File: src/rtl/add_seq_pkg.sv
// Shared types and helpers for the nibble-serial add/subtract controller.
package add_seq_pkg;

    typedef enum logic [1:0] {IDLE, RUN, DONE} state_t;

    localparam int NIB_W       = 4;
    localparam int MAX_NIBBLES = 16;
    localparam int MAX_W       = NIB_W * MAX_NIBBLES;

    // Returns nibble i of v; callers zero-extend narrower operands to MAX_W.
    function automatic logic [NIB_W-1:0] nib_sel(input logic [MAX_W-1:0] v,
                                                 input int unsigned      i);
        return v[i*NIB_W +: NIB_W];
    endfunction

endpackage

File: src/rtl/add_seq_ctrl_add_nibble.sv
// Combinational 4-bit adder slice with carry in/out, shared by every pass.
module add_nibble
    import add_seq_pkg::*;
(
    input  logic [NIB_W-1:0] x,
    input  logic [NIB_W-1:0] y,
    input  logic             ci,
    output logic [NIB_W-1:0] s,
    output logic             co
);

    assign {co, s} = (NIB_W+1)'(x) + (NIB_W+1)'(y) + (NIB_W+1)'(ci);

endmodule

File: src/rtl/add_seq_ctrl.sv
// Nibble-serial W-bit add/subtract sequencer: one 4-bit slice, NIBBLES passes,
// LSB nibble first, start/busy/done handshake with results held after done.
module add_seq_ctrl
    import add_seq_pkg::*;
#(
    parameter int NIBBLES = 4
) (
    input  logic                     clk,
    input  logic                     rst,
    input  logic                     start,
    input  logic                     sub,
    input  logic                     cin,
    input  logic [NIB_W*NIBBLES-1:0] a,
    input  logic [NIB_W*NIBBLES-1:0] b,
    output logic                     busy,
    output logic                     done,
    output logic [NIB_W*NIBBLES-1:0] sum,
    output logic                     cout,
    output logic                     ovf
);

    localparam int W     = NIB_W * NIBBLES;
    localparam int IDX_W = (NIBBLES > 1) ? $clog2(NIBBLES) : 1;

    state_t             state, state_next;
    logic [W-1:0]       op_a, op_b;
    logic               carry;
    logic [IDX_W-1:0]   idx;
    logic [W-1:0]       sum_next;
    logic [NIB_W-1:0]   slice_x, slice_y, slice_s;
    logic               slice_co;
    logic               accept;
    logic               last;

    // DONE accepts a new request exactly like IDLE, giving NIBBLES+1 throughput.
    assign accept = start && (state == IDLE || state == DONE);
    assign last   = (idx == IDX_W'(NIBBLES - 1));
    assign busy   = (state == RUN);
    assign done   = (state == DONE);

    assign slice_x = nib_sel(MAX_W'(op_a), 32'(idx));
    assign slice_y = nib_sel(MAX_W'(op_b), 32'(idx));

    add_nibble u_slice (
        .x  (slice_x),
        .y  (slice_y),
        .ci (carry),
        .s  (slice_s),
        .co (slice_co)
    );

    always_ff @(posedge clk or posedge rst) begin
        if (rst) state <= IDLE;
        else     state <= state_next;
    end

    // NOTE: every always_comb output gets a default first so no path can infer a latch.
    always_comb begin
        state_next = state;
        case (state)
            IDLE:    if (accept) state_next = RUN;
            RUN:     if (last)   state_next = DONE;
            DONE:    state_next = accept ? RUN : IDLE;
            default: state_next = IDLE;
        endcase
    end

    always_comb begin
        sum_next = sum;
        for (int i = 0; i < NIBBLES; i++) begin
            if (idx == IDX_W'(i)) sum_next[i*NIB_W +: NIB_W] = slice_s;
        end
    end

    // NOTE: operand registers are loaded on every accept before any use, so they carry no reset.
    always_ff @(posedge clk) begin
        if (accept) begin
            op_a <= a;
            op_b <= sub ? ~b : b;
        end
    end

    always_ff @(posedge clk or posedge rst) begin
        if (rst) begin
            idx   <= '0;
            carry <= 1'b0;
            sum   <= '0;
            cout  <= 1'b0;
            ovf   <= 1'b0;
        end else if (accept) begin
            idx   <= '0;
            carry <= sub ? 1'b1 : cin;
        end else if (state == RUN) begin
            sum   <= sum_next;
            carry <= slice_co;
            idx   <= last ? '0 : idx + IDX_W'(1);
            if (last) begin
                cout <= slice_co;
                ovf  <= (op_a[W-1] == op_b[W-1]) && (slice_s[NIB_W-1] != op_a[W-1]);
            end
        end
    end

endmodule

File: config.mk
export PLATFORM = sky130hd
export DESIGN_NAME = add_seq_ctrl
export DESIGN_NICKNAME = d
export VERILOG_FILES = /design/src/rtl/add_seq_pkg.sv /design/src/rtl/add_seq_ctrl_add_nibble.sv /design/src/rtl/add_seq_ctrl.sv
export SDC_FILE = /design/constraint.sdc
export NUM_CORES = 1
export LEC_CHECK = 0
export ABC_CLOCK_PERIOD_IN_PS = 2890
export CORE_MARGIN = 4
export CORE_UTILIZATION = 43
export DETAILED_ROUTE_END_ITERATION = 10
export HOLD_SLACK_MARGIN = 0.03
export PLACE_DENSITY = 0.7
export SYNTH_ARGS = -nofsm -noshare
export SYNTH_HDL_FRONTEND = slang
export SYNTH_SLANG_ARGS = --single-unit
File: constraint.sdc
create_clock -name clk -period 2.89 [get_ports clk]
set_clock_uncertainty 0.1 [all_clocks]
set_input_delay 0.578 -clock clk [delete_from_list [all_inputs] [get_ports clk]]
set_output_delay 0.578 -clock clk [all_outputs]
set_load 0.1 [all_outputs]
==> impl_summary.txt, run 1 <==
----------------------------------------------------
[Worst setup path]
  Worst setup EP type ... register
  Highest net fanout along the worst path ... 10
  Worst endpoint required time ... 2.97 ns
  Number of buffers and inverters on the critical path ... 1
  Crit path kind ... register to register
  Delay of the slowest critical-path stage ... 0.59 ns
  Master of the slowest instance on the critical path ... sky130_fd_sc_hd__dfrtp_1
  Cell class contributing the biggest share of worst-path delay ... flip-flops
  Cells along the critical path ... buf_4, mux4_2, ha_1, a21o_1, a21oi_2, xor2_1, o21ai_0
  Data arrival time at the worst-slack endpoint ... 2.71 ns
  Crit start category ... register

[Layout]
  Final nets ... 271
  Share of post-route cells with drive strength above 1 ... 19.9%
  Area growth syn-to-layout ... 27.8%
  Commonest non-fill, non-tap cells in the layout ... sky130_fd_sc_hd__clkdlybuf4s50_1, sky130_fd_sc_hd__edfxtp_1, sky130_fd_sc_hd__buf_4, sky130_fd_sc_hd__dfrtp_1, sky130_fd_sc_hd__nand2_1
  Number of antenna cells inserted ... 0
  Most frequent standard cell in the layout excluding fill and tap cells ... sky130_fd_sc_hd__clkdlybuf4s50_1
  Number of cells in the finished layout apart from fillers ... 298

[Route]
  Vias post-DR ... 1,430
  Avg WL per Cell ... 13.4 um
  Average vias per placed instance ... 4.80
  Post-detailed-routing wire length ... 4.00 mm
  Number of design rule violations left after detail routing ... 0
  DRT antenna net count ... 0
  Detailed-router iteration count before antenna repair ... 4
  Count of routing violations after the opening detailed-route iteration ... 49

[Floorplan]
  Area of the die ... 6920 sq um
  Floorplan row count ... 27
  I/O pin count ... 57
  Vertical die dimension ... 83.2 um
  Initial Utilization ... 44.2%
  Area of the placeable core ... 5510 sq um
  Horizontal die dimension ... 83.2 um

[Timing]
  Time the worst path needs with I/O delays and setup ... 2.63 ns
  Final count of negative-setup-slack endpoints ... 0
  TNS Setup ... 0 ns
  Final Cycle Share ... 91.0%
  Setup repair after global routing missed its margin ... no
  Final number of max-transition violations ... 0
  Slew at the pin closest to its max-slew limit ... 0.841 ns
  Worst slew margin relative to its limit ... 43.9%
  Fmax ... 0.380 GHz
  Final Hold Violating Endpoints ... 0

[Logic synthesis]
  Syn_area_per_cell ... 14.9 sq um
  Mapped cell area ... 2430 sq um
  Gate count of the mapped netlist ... 163
  Synth Net Count ... 209
  Synth warn ... 0
  Sequential cell area fraction in the yosys report ... 63.2%
  Number of storage elements in the synthesis netlist ... 55
  Unique cell type count in the Yosys netlist ... 33

[Clock tree]
  CTS root buf ... sky130_fd_sc_hd__clkbuf_8
  Clock latency reported for the late side of the worst-skew pair ... 0.30 ns
  CTS Buf Count ... 5
  Number of cells upsized or downsized after cts ... 0
  TritonCTS clock tree ... yes
  Deepest level of the CTS H-tree ... 2
  Bufs on Longest Clock Path ... 2
  Clock slew seen by the registers of the worst setup and hold paths ... 0.09 ns
  Hold bufs inserted after CTS ... 0
  Number of buffers added for setup after CTS ... 0
  # clock sinks ... 55

[GRT]
  Overflow left after global routing ... 0
  Pin count of the biggest net entering global routing ... 24
  Gr usage total ... 12.0%
  First-pass GRT wire length ... 6.62 mm
  Vias in the first global route ... 1,391
  Number of antenna violations at the first check in global routing ... 0

[Placement]
  Buffers added on ports ... 56
  Dpl hpwl ... 3.19 mm
  Routability congestion estimate from global placement ... 0.753
  Post-placement cell count ... 290

[Outcome]
  Outcome ... finished, final reports clean

[Job]
  MaxCap Viol Count ... 0

[Min path]
  Class of the worst hold path ... register to register

----------------------------------------------------
cell families (layout without fill, tap and decap cells):
family                   Yosys count  in the layout  share of synthesized area, %
AO/OA/AOI/OAI                     24             24                          5.81
flip-flops                        55             55                          63.2
AND/OR/NAND/NOR                   31             31                          6.28
adder cells (fa/ha/maj)            9              9                          5.25
multiplexers                      12             12                          9.88
buffers and inverters             14             77                          3.14
XOR/XNOR                          18             18                          6.48
worst register-to-register path, stage by stage (launching register included):
cell and delay [ns]:
sky130_fd_sc_hd__dfrtp_1 0.59, sky130_fd_sc_hd__buf_4 0.23, sky130_fd_sc_hd__mux4_2 0.51, sky130_fd_sc_hd__ha_1 0.28, sky130_fd_sc_hd__a21o_1 0.19, sky130_fd_sc_hd__a21oi_2 0.21, sky130_fd_sc_hd__xor2_1 0.27, sky130_fd_sc_hd__o21ai_0 0.12
layer usage:
metal | part of all wire (%) | track usage, % | vias to the layer above
li1 | - | - | 700
met5 | 0 | 0 | -
met2 | 47 | 19.2 | 49
met4 | 0.58 | 3.57 | 0
met1 | 45 | 15.3 | 677
met3 | 6.7 | 4.46 | 4
through the flow:
step / utilization (%) / hold WS, ns / area, sq um / worst slack (ns)
after floorplan: - / 0.456 / 2430 / 0.464
after global placement: 54.9 / 0.364 / 3020 / 0.301
after detailed placement: 54.9 / 0.371 / 3020 / 0.248
after CTS: 56.4 / 0.393 / 3110 / 0.233
after global routing: 56.4 / 0.410 / 3110 / 0.0386
final: 56.4 / 0.385 / 3110 / 0.261
cell usage after synthesis:
cell type / instances / area, sq um
sky130_fd_sc_hd__nand2b_1: 1 / 6.26
sky130_fd_sc_hd__nor2_1: 1 / 3.75
sky130_fd_sc_hd__nand2_2: 1 / 6.26
sky130_fd_sc_hd__edfxtp_1: 32 / 961
sky130_fd_sc_hd__or3_1: 1 / 6.26
sky130_fd_sc_hd__mux2_4: 1 / 15.0
sky130_fd_sc_hd__mux4_2: 5 / 113
sky130_fd_sc_hd__o21a_1: 1 / 7.51
sky130_fd_sc_hd__buf_2: 2 / 10.0
sky130_fd_sc_hd__a21o_1: 1 / 7.51
sky130_fd_sc_hd__xor2_1: 18 / 158
sky130_fd_sc_hd__nor3b_1: 1 / 7.51
sky130_fd_sc_hd__dfrtp_1: 23 / 576
sky130_fd_sc_hd__a21oi_2: 1 / 8.76
sky130_fd_sc_hd__buf_6: 2 / 22.5
sky130_fd_sc_hd__mux2_2: 3 / 33.8
sky130_fd_sc_hd__nand2b_4: 1 / 13.8
sky130_fd_sc_hd__inv_4: 1 / 6.26
sky130_fd_sc_hd__nor2b_1: 2 / 12.5
sky130_fd_sc_hd__ha_1: 7 / 87.6
sky130_fd_sc_hd__o211ai_1: 1 / 7.51
sky130_fd_sc_hd__nor3_1: 1 / 5.00
sky130_fd_sc_hd__o21ai_0: 17 / 85.1
sky130_fd_sc_hd__and3b_2: 1 / 10.0
sky130_fd_sc_hd__o31ai_1: 1 / 7.51
sky130_fd_sc_hd__inv_1: 8 / 30.0
sky130_fd_sc_hd__nand2_1: 19 / 71.3
sky130_fd_sc_hd__a211o_1: 1 / 8.76
sky130_fd_sc_hd__buf_4: 1 / 7.51
sky130_fd_sc_hd__fa_1: 2 / 40.0
sky130_fd_sc_hd__a22o_1: 1 / 8.76
sky130_fd_sc_hd__nand3_1: 2 / 10.0
sky130_fd_sc_hd__mux4_1: 3 / 78.8
final timing paths:
| check | startpoint | to | slack (ns) | cells past startpoint |
|---|---|---|---|---|
| worst min-delay path | sum[2] | sum[2] | 0.38 | 2 |
| worst min register to register | sum[2] | sum[2] | 0.38 | 2 |
| worst max register to register | idx[0] | sum[7] | 0.26 | 7 |
| min in group asynchronous | rst | sum[11] | 0.65 | 2 |
| worst max-delay path | idx[0] | sum[7] | 0.26 | 7 |
| max in group asynchronous | rst | idx[0] | 1.52 | 2 |
sequential cells by signal (all words and copies together) (netlist names):
register and count:
op_a 16, cout 1, idx 2, carry 1, sum 16, ovf 1
op_b 16, state 2
area by class of cell:
class                   count  area (sq um)
clock buffers               6          72.6
clock inverters             2          12.5
fillers                   480          2400
inverters                   9          36.3
multi-input cells          94           820
flip-flops and latches     55          1540
well taps                  72          90.1
repair buffers             60           541
Power of run 1 is not shown: default switching activity piles up to over one toggle a cycle in this logic, so the estimate is an artifact.
==> inputs of run 2 (changes only) <==
- ABC_CLOCK_PERIOD_IN_PS: 2890 -> 2200
- PLACE_DENSITY: 0.7 -> 0.73
- clock period: 2.89 -> 2.2 ns (I/O delays scaled with it)
==> impl_summary.txt, run 2 (same netlist as run 1, synthesis figures left out) <==
----------------------------------------------------
[Floorplan]
  Horizontal die dimension ... 83.2 um (unchanged)
  Vertical die dimension ... 83.2 um (unchanged)
  I/O pin count ... 57 (unchanged)
  Floorplan row count ... 27 (unchanged)
  Area of the placeable core ... 5510 sq um (unchanged)
  Initial Utilization ... 44.2% (unchanged)
  Area of the die ... 6920 sq um (unchanged)

[Route]
  Vias post-DR ... 1,456 (was 1,430)
  DRT antenna net count ... 0 (unchanged)
  Post-detailed-routing wire length ... 4.47 mm (was 4.00 mm)
  Count of routing violations after the opening detailed-route iteration ... 66 (was 49)
  Detailed-router iteration count before antenna repair ... 4 (unchanged)
  Average vias per placed instance ... 4.74 (was 4.80)
  Avg WL per Cell ... 14.6 um (was 13.4 um)
  Number of design rule violations left after detail routing ... 0 (unchanged)

[Clock tree]
  CTS Buf Count ... 5 (unchanged)
  Deepest level of the CTS H-tree ... 2 (unchanged)
  Bufs on Longest Clock Path ... 2 (unchanged)
  TritonCTS clock tree ... yes (unchanged)
  Clock slew seen by the registers of the worst setup and hold paths ... 0.09 ns (about the same)
  Number of buffers added for setup after CTS ... 0 (unchanged)
  Clock latency reported for the late side of the worst-skew pair ... 0.30 ns (about the same)
  # clock sinks ... 55 (unchanged)
  CTS root buf ... sky130_fd_sc_hd__clkbuf_8 (unchanged)
  Hold bufs inserted after CTS ... 0 (unchanged)

[Worst setup path]
  Delay of the slowest critical-path stage ... 0.54 ns (was 0.59 ns)
  Crit path kind ... register to register (unchanged)
  Register-to-register setup slack ... -0.11 ns (was 0.26 ns)
  Master of the slowest instance on the critical path ... sky130_fd_sc_hd__mux4_2 (was sky130_fd_sc_hd__dfrtp_1)
  Endpoint of the worst-slack reg-to-reg timing path ... cout (was sum[7])
  Data arrival time at the worst-slack endpoint ... 2.40 ns (was 2.71 ns)
  Cells along the critical path ... mux4_2, fa_2, inv_2, fa_2, nor2b_1, o21a_1, o21ai_0, nand2_1 (was buf_4, mux4_2, ha_1, a21o_1, a21oi_2, xor2_1, o21ai_0)
  Crit start category ... register (unchanged)
  Most numerous cell on the critical path ... sky130_fd_sc_hd__fa_2
  Worst R2R Path Depth ... 8 (was 7)
  Critical R2R Launch ... idx[0] (unchanged)
  Worst endpoint required time ... 2.29 ns (was 2.97 ns)
  Worst setup EP type ... register (unchanged)
  Highest net fanout along the worst path ... 6 (was 10)

[Timing]
  Final number of max-transition violations ... 0 (unchanged)
  Final count of negative-setup-slack endpoints ... 15 (was 0)
  Setup repair after global routing missed its margin ... yes (was no)
  Final Cycle Share ... 105% (was 91.0%)
  Time the worst path needs with I/O delays and setup ... 2.31 ns (was 2.63 ns)
  Fmax ... 0.433 GHz (was 0.380 GHz)
  Final Hold Violating Endpoints ... 0 (unchanged)
  PnR worst setup slack ... -0.108 ns (was 0.261 ns)
  Worst slew margin relative to its limit ... 79.0% (was 43.9%)
  Slew at the pin closest to its max-slew limit ... 0.315 ns (was 0.841 ns)

[Job]
  MaxCap Viol Count ... 0 (unchanged)

[GRT]
  Gr usage total ... 14.1% (was 12.0%)
  Pin count of the biggest net entering global routing ... 28 (was 24)
  First-pass GRT wire length ... 7.63 mm (was 6.62 mm)
  Vias in the first global route ... 1,530 (was 1,391)
  Overflow left after global routing ... 0 (unchanged)
  Number of antenna violations at the first check in global routing ... 0 (unchanged)

[Layout]
  Most frequent standard cell in the layout excluding fill and tap cells ... sky130_fd_sc_hd__clkdlybuf4s50_1 (unchanged)
  Number of cells in the finished layout apart from fillers ... 307 (was 298)
  Registers with the most flip-flops ... op_a (16), op_b (16), sum (16) (unchanged)
  Number of antenna cells inserted ... 0 (unchanged)
  Share of post-route cells with drive strength above 1 ... 28.1% (was 19.9%)
  Commonest non-fill, non-tap cells in the layout ... sky130_fd_sc_hd__clkdlybuf4s50_1, sky130_fd_sc_hd__edfxtp_1, sky130_fd_sc_hd__buf_4, sky130_fd_sc_hd__dfrtp_1, sky130_fd_sc_hd__nand2_1 (unchanged)
  Final nets ... 280 (was 271)
  Area growth syn-to-layout ... 33.4% (was 27.8%)
  Fillers ... 459 (was 480)

[Placement]
  Buffers added on ports ... 56 (unchanged)
  Dpl hpwl ... 3.54 mm (was 3.19 mm)
  Setup slack at placement ... -0.164 ns (was 0.248 ns)
  Routability congestion estimate from global placement ... 0.847 (was 0.753)
  Post-placement cell count ... 299 (was 290)

[Min path]
  Hold path endpoint ... sum[1] (was sum[2])
  Startpoint of the tightest hold check path ... sum[1] (was sum[2])
  Hold-critical path depth ... 2 (unchanged)
  Class of the worst hold path ... register to register (unchanged)

[Outcome]
  Outcome ... complete, but fails checks (was finished, final reports clean)
  Violated checks ... negative setup slack

----------------------------------------------------
run 2: changes by cell type in the layout (fill, tap and decap cells not counted), moves of 2 or more:
cell	before	now
sky130_fd_sc_hd__buf_12	0	2
sky130_fd_sc_hd__fa_2	0	2
sky130_fd_sc_hd__o21ai_2	0	4
sky130_fd_sc_hd__o21ai_1	0	9
sky130_fd_sc_hd__fa_1	2	0
sky130_fd_sc_hd__buf_4	24	30
sky130_fd_sc_hd__o21ai_0	17	4
run 2: worst max-delay path by stage:
stage | endpoint | cells past startpoint | slack, ns | start
after floorplan | carry | 9 | -0.14 | idx[0]
after global placement | carry | 8 | -0.12 | idx[0]
after detailed placement | carry | 8 | -0.16 | idx[0]
after CTS | carry | 8 | -0.13 | idx[0]
after global routing | carry | 8 | -0.20 | idx[0]
final | cout | 8 | -0.11 | idx[0]
run 2: metrics by stage:
stage	cell area, sq um	utilization, %	hold slack, ns	TNS (ns)
floorplan	2450	-	0.342	-1.11
global placement	3130	56.9	0.363	-1.29
detailed placement	3130	56.9	0.377	-1.89
CTS	3230	58.6	0.375	-1.23
global route	3250	58.9	0.424	-2.19
finish	3250	58.9	0.384	-0.911
run 2: layer usage:
layer | up-vias | part of all wire (%) | track usage, %
li1 | 723 | - | -
met1 | 678 | 43 | 17.2
met2 | 51 | 49 | 23.3
met3 | 4 | 6.8 | 4.86
met4 | 0 | 0.98 | 4.46
met5 | - | 0 | 0
run 2: final cells by class:
| cell class | instances | area, sq um | area share [%] |
|---|---|---|---|
| inverter | 9 | 36.3 | 1.12 |
| clock inverter | 1 | 5.00 | 0.154 |
| timing repair buffer | 69 | 637 | 19.6 |
| clock buffer | 7 | 76.3 | 2.35 |
| multi-input combinational | 94 | 863 | 26.6 |
| sequential | 55 | 1540 | 47.4 |
| tap | 72 | 90.1 | 2.78 |
run 2: timing repair:
item | CTS | global route
pin swaps | 7 | 2
gates resized for setup | 12 | 5
endpoints found under the setup margin | 15 | 15
run 2: worst max-delay path: cells and delay by family (launching register included):
kind / cells / cell delay [ns]
adder cells (fa/ha/maj): 2 / 0.59
AND/OR/NAND/NOR: 2 / 0.12
buffers and inverters: 1 / 0.07
flip-flops: 1 / 0.45
multiplexers: 1 / 0.54
AO/OA/AOI/OAI: 2 / 0.33
Power of run 2 is left out for the same reason.
==> inputs of run 3 (changes only) <==
- CORE_MARGIN: 4 -> 2
- DONT_BUFFER_PORTS: default -> 1
- PLACE_DENSITY: 0.73 -> default
==> impl_summary.txt, run 3 (same netlist as run 1, synthesis figures left out) <==
----------------------------------------------------
[Outcome]
  Outcome ... complete, but fails checks (unchanged)
  Violated checks ... negative setup slack (unchanged)

[GRT]
  Pin count of the biggest net entering global routing ... 26 (was 28)
  First-pass GRT wire length ... 7.29 mm (was 7.63 mm)
  Overflow left after global routing ... 0 (unchanged)
  Gr usage total ... 15.6% (was 14.1%)
  Number of antenna violations at the first check in global routing ... 0 (unchanged)
  Vias in the first global route ... 1,467 (was 1,530)

[Clock tree]
  TritonCTS clock tree ... yes (unchanged)
  Clock slew seen by the registers of the worst setup and hold paths ... 0.09 ns (about the same)
  Deepest level of the CTS H-tree ... 2 (unchanged)
  Clock latency reported for the late side of the worst-skew pair ... 0.31 ns (was 0.30 ns)
  # clock sinks ... 55 (unchanged)
  Bufs on Longest Clock Path ... 2 (unchanged)
  CTS Buf Count ... 5 (unchanged)
  CTS root buf ... sky130_fd_sc_hd__clkbuf_8 (unchanged)

[Job]
  MaxCap Viol Count ... 0 (unchanged)

[Route]
  Post-detailed-routing wire length ... 4.41 mm (was 4.47 mm)
  Vias post-DR ... 1,335 (was 1,456)
  Average vias per placed instance ... 4.96 (was 4.74)
  Count of routing violations after the opening detailed-route iteration ... 50 (was 66)
  Number of design rule violations left after detail routing ... 0 (unchanged)
  DRT antenna net count ... 0 (unchanged)
  Avg WL per Cell ... 16.4 um (was 14.6 um)
  Detailed-router iteration count before antenna repair ... 4 (unchanged)

[Worst setup path]
  Worst setup EP type ... register (unchanged)
  Cells along the critical path ... buf_4, mux4_2, ha_4, a21o_1, a21oi_4, xor2_2, o21ai_0 (was mux4_2, fa_2, inv_2, fa_2, nor2b_1, o21a_1, o21ai_0, nand2_1)
  Highest net fanout along the worst path ... 5 (was 6)
  Worst R2R Path Depth ... 7 (was 8)
  Worst endpoint required time ... 2.28 ns (was 2.29 ns)
  Master of the slowest instance on the critical path ... sky130_fd_sc_hd__mux4_2 (unchanged)
  Crit start category ... register (unchanged)
  Delay of the slowest critical-path stage ... 0.54 ns (about the same)
  Data arrival time at the worst-slack endpoint ... 2.38 ns (was 2.40 ns)
  Crit path kind ... register to register (unchanged)

[Timing]
  Final number of max-transition violations ... 0 (unchanged)
  PnR worst setup slack ... -0.0980 ns (was -0.108 ns)
  Fmax ... 0.435 GHz (was 0.433 GHz)
  Setup repair after global routing missed its margin ... yes (unchanged)
  Worst slew margin relative to its limit ... 39.6% (was 79.0%)
  Slew at the pin closest to its max-slew limit ... 0.907 ns (was 0.315 ns)
  Time the worst path needs with I/O delays and setup ... 2.30 ns (was 2.31 ns)
  Final worst hold slack ... 0.0941 ns (was 0.384 ns)
  Final Cycle Share ... 104% (was 105%)
  Final count of negative-setup-slack endpoints ... 9 (was 15)
  Final Hold Violating Endpoints ... 0 (unchanged)

[Floorplan]
  Initial Utilization ... 44.4% (was 44.2%)
  Vertical die dimension ... 79.2 um (was 83.2 um)
  I/O pin count ... 57 (unchanged)
  Area of the die ... 6270 sq um (was 6920 sq um)
  Area of the placeable core ... 5470 sq um (was 5510 sq um)
  Horizontal die dimension ... 79.2 um (was 83.2 um)
  Floorplan row count ... 27 (unchanged)

[Placement]
  Buffers added on ports ... 0 (was 56)
  Post-placement cell count ... 258 (was 299)
  Routability congestion estimate from global placement ... 0.832 (was 0.847)
  Dpl hpwl ... 3.34 mm (was 3.54 mm)
  Post-place instance area ... 2720 sq um (was 3130 sq um)

[Layout]
  Final nets ... 242 (was 280)
  Final standard cell area without fillers ... 2890 sq um (was 3250 sq um)
  Registers with the most flip-flops ... op_a (16), op_b (16), sum (16) (unchanged)
  Most frequent standard cell in the layout excluding fill and tap cells ... sky130_fd_sc_hd__edfxtp_1 (was sky130_fd_sc_hd__clkdlybuf4s50_1)
  Commonest non-fill, non-tap cells in the layout ... sky130_fd_sc_hd__edfxtp_1, sky130_fd_sc_hd__buf_4, sky130_fd_sc_hd__dfrtp_1, sky130_fd_sc_hd__nand2_1, sky130_fd_sc_hd__xor2_1 (was sky130_fd_sc_hd__clkdlybuf4s50_1, sky130_fd_sc_hd__edfxtp_1, sky130_fd_sc_hd__buf_4, sky130_fd_sc_hd__dfrtp_1, sky130_fd_sc_hd__nand2_1)
  Area growth syn-to-layout ... 18.8% (was 33.4%)
  Final core utilization ... 52.8% (was 58.9%)
  Share of post-route cells with drive strength above 1 ... 34.5% (was 28.1%)
  Number of cells in the finished layout apart from fillers ... 269 (was 307)
  Number of antenna cells inserted ... 0 (unchanged)

[Min path]
  Class of the worst hold path ... primary input to asynchronous set/reset pin (was register to register)

----------------------------------------------------
[run 3: cell types whose count changed in the layout (fill, tap and decap cells not counted), sizes merged]
cell and change:
clkinv -1, clkbuf -1, buf -2, clkdlybuf4s50 -36
clkinvlp +2
[run 3: layout make-up]
cell class | instances | area, sq um
Sequential cell | 55 | 1540
Tap cell | 72 | 90.1
Fill cell | 497 | 2580
Multi-Input combinational cell | 94 | 892
Inverter | 9 | 36.3
Clock buffer | 6 | 72.6
Clock inverter | 2 | 12.5
Timing Repair Buffer | 31 | 249
[run 3: timing repair]
item / in CTS / in global routing
pin swaps: 4 / 7
setup buffers: 1 / 2
hold buffers: 0 / 0
resized for setup: 12 / 8
setup endpoints to repair: 15 / 15
gates cloned: 0 / 0
[run 3: final timing paths]
kind	startpoint	end	slack, ns
min	rst	sum[14]	0.09
max	idx[0]	sum[7]	-0.1
min reg2reg	sum[10]	sum[10]	0.40
max in group asynchronous	rst	idx[0]	1.31
max reg2reg	idx[0]	sum[7]	-0.1
min in group clk	a[9]	op_a[9]	0.12
[run 3: critical path, delay by kind of cell, from the launching register on]
kind                     cells  cell delay, ns
buffers and inverters        1            0.14
adder cells (fa/ha/maj)      1            0.25
flip-flops                   1            0.44
XOR/XNOR                     1            0.21
AO/OA/AOI/OAI                3            0.50
multiplexers                 1            0.54
[run 3: metal layers]
metal | vias to the layer above | global-route usage [%] | wire, um
li1 | 647 | - | -
met1 | 634 | 18.3 | 1790
met2 | 49 | 27.3 | 2300
met3 | 5 | 3.98 | 254
met4 | 0 | 6.72 | 71
met5 | - | 0 | 0
[run 3: stage by stage]
stage	setup TNS (ns)	worst slack (ns)
4_1_cts	-1.11	-0.131
2_1_floorplan	-1.11	-0.139
5_1_grt	-1.88	-0.197
3_3_place_gp	-2.00	-0.203
6_report	-0.526	-0.0980
3_5_place_dp	-2.62	-0.258
Power of run 3 is left out for the same reason.
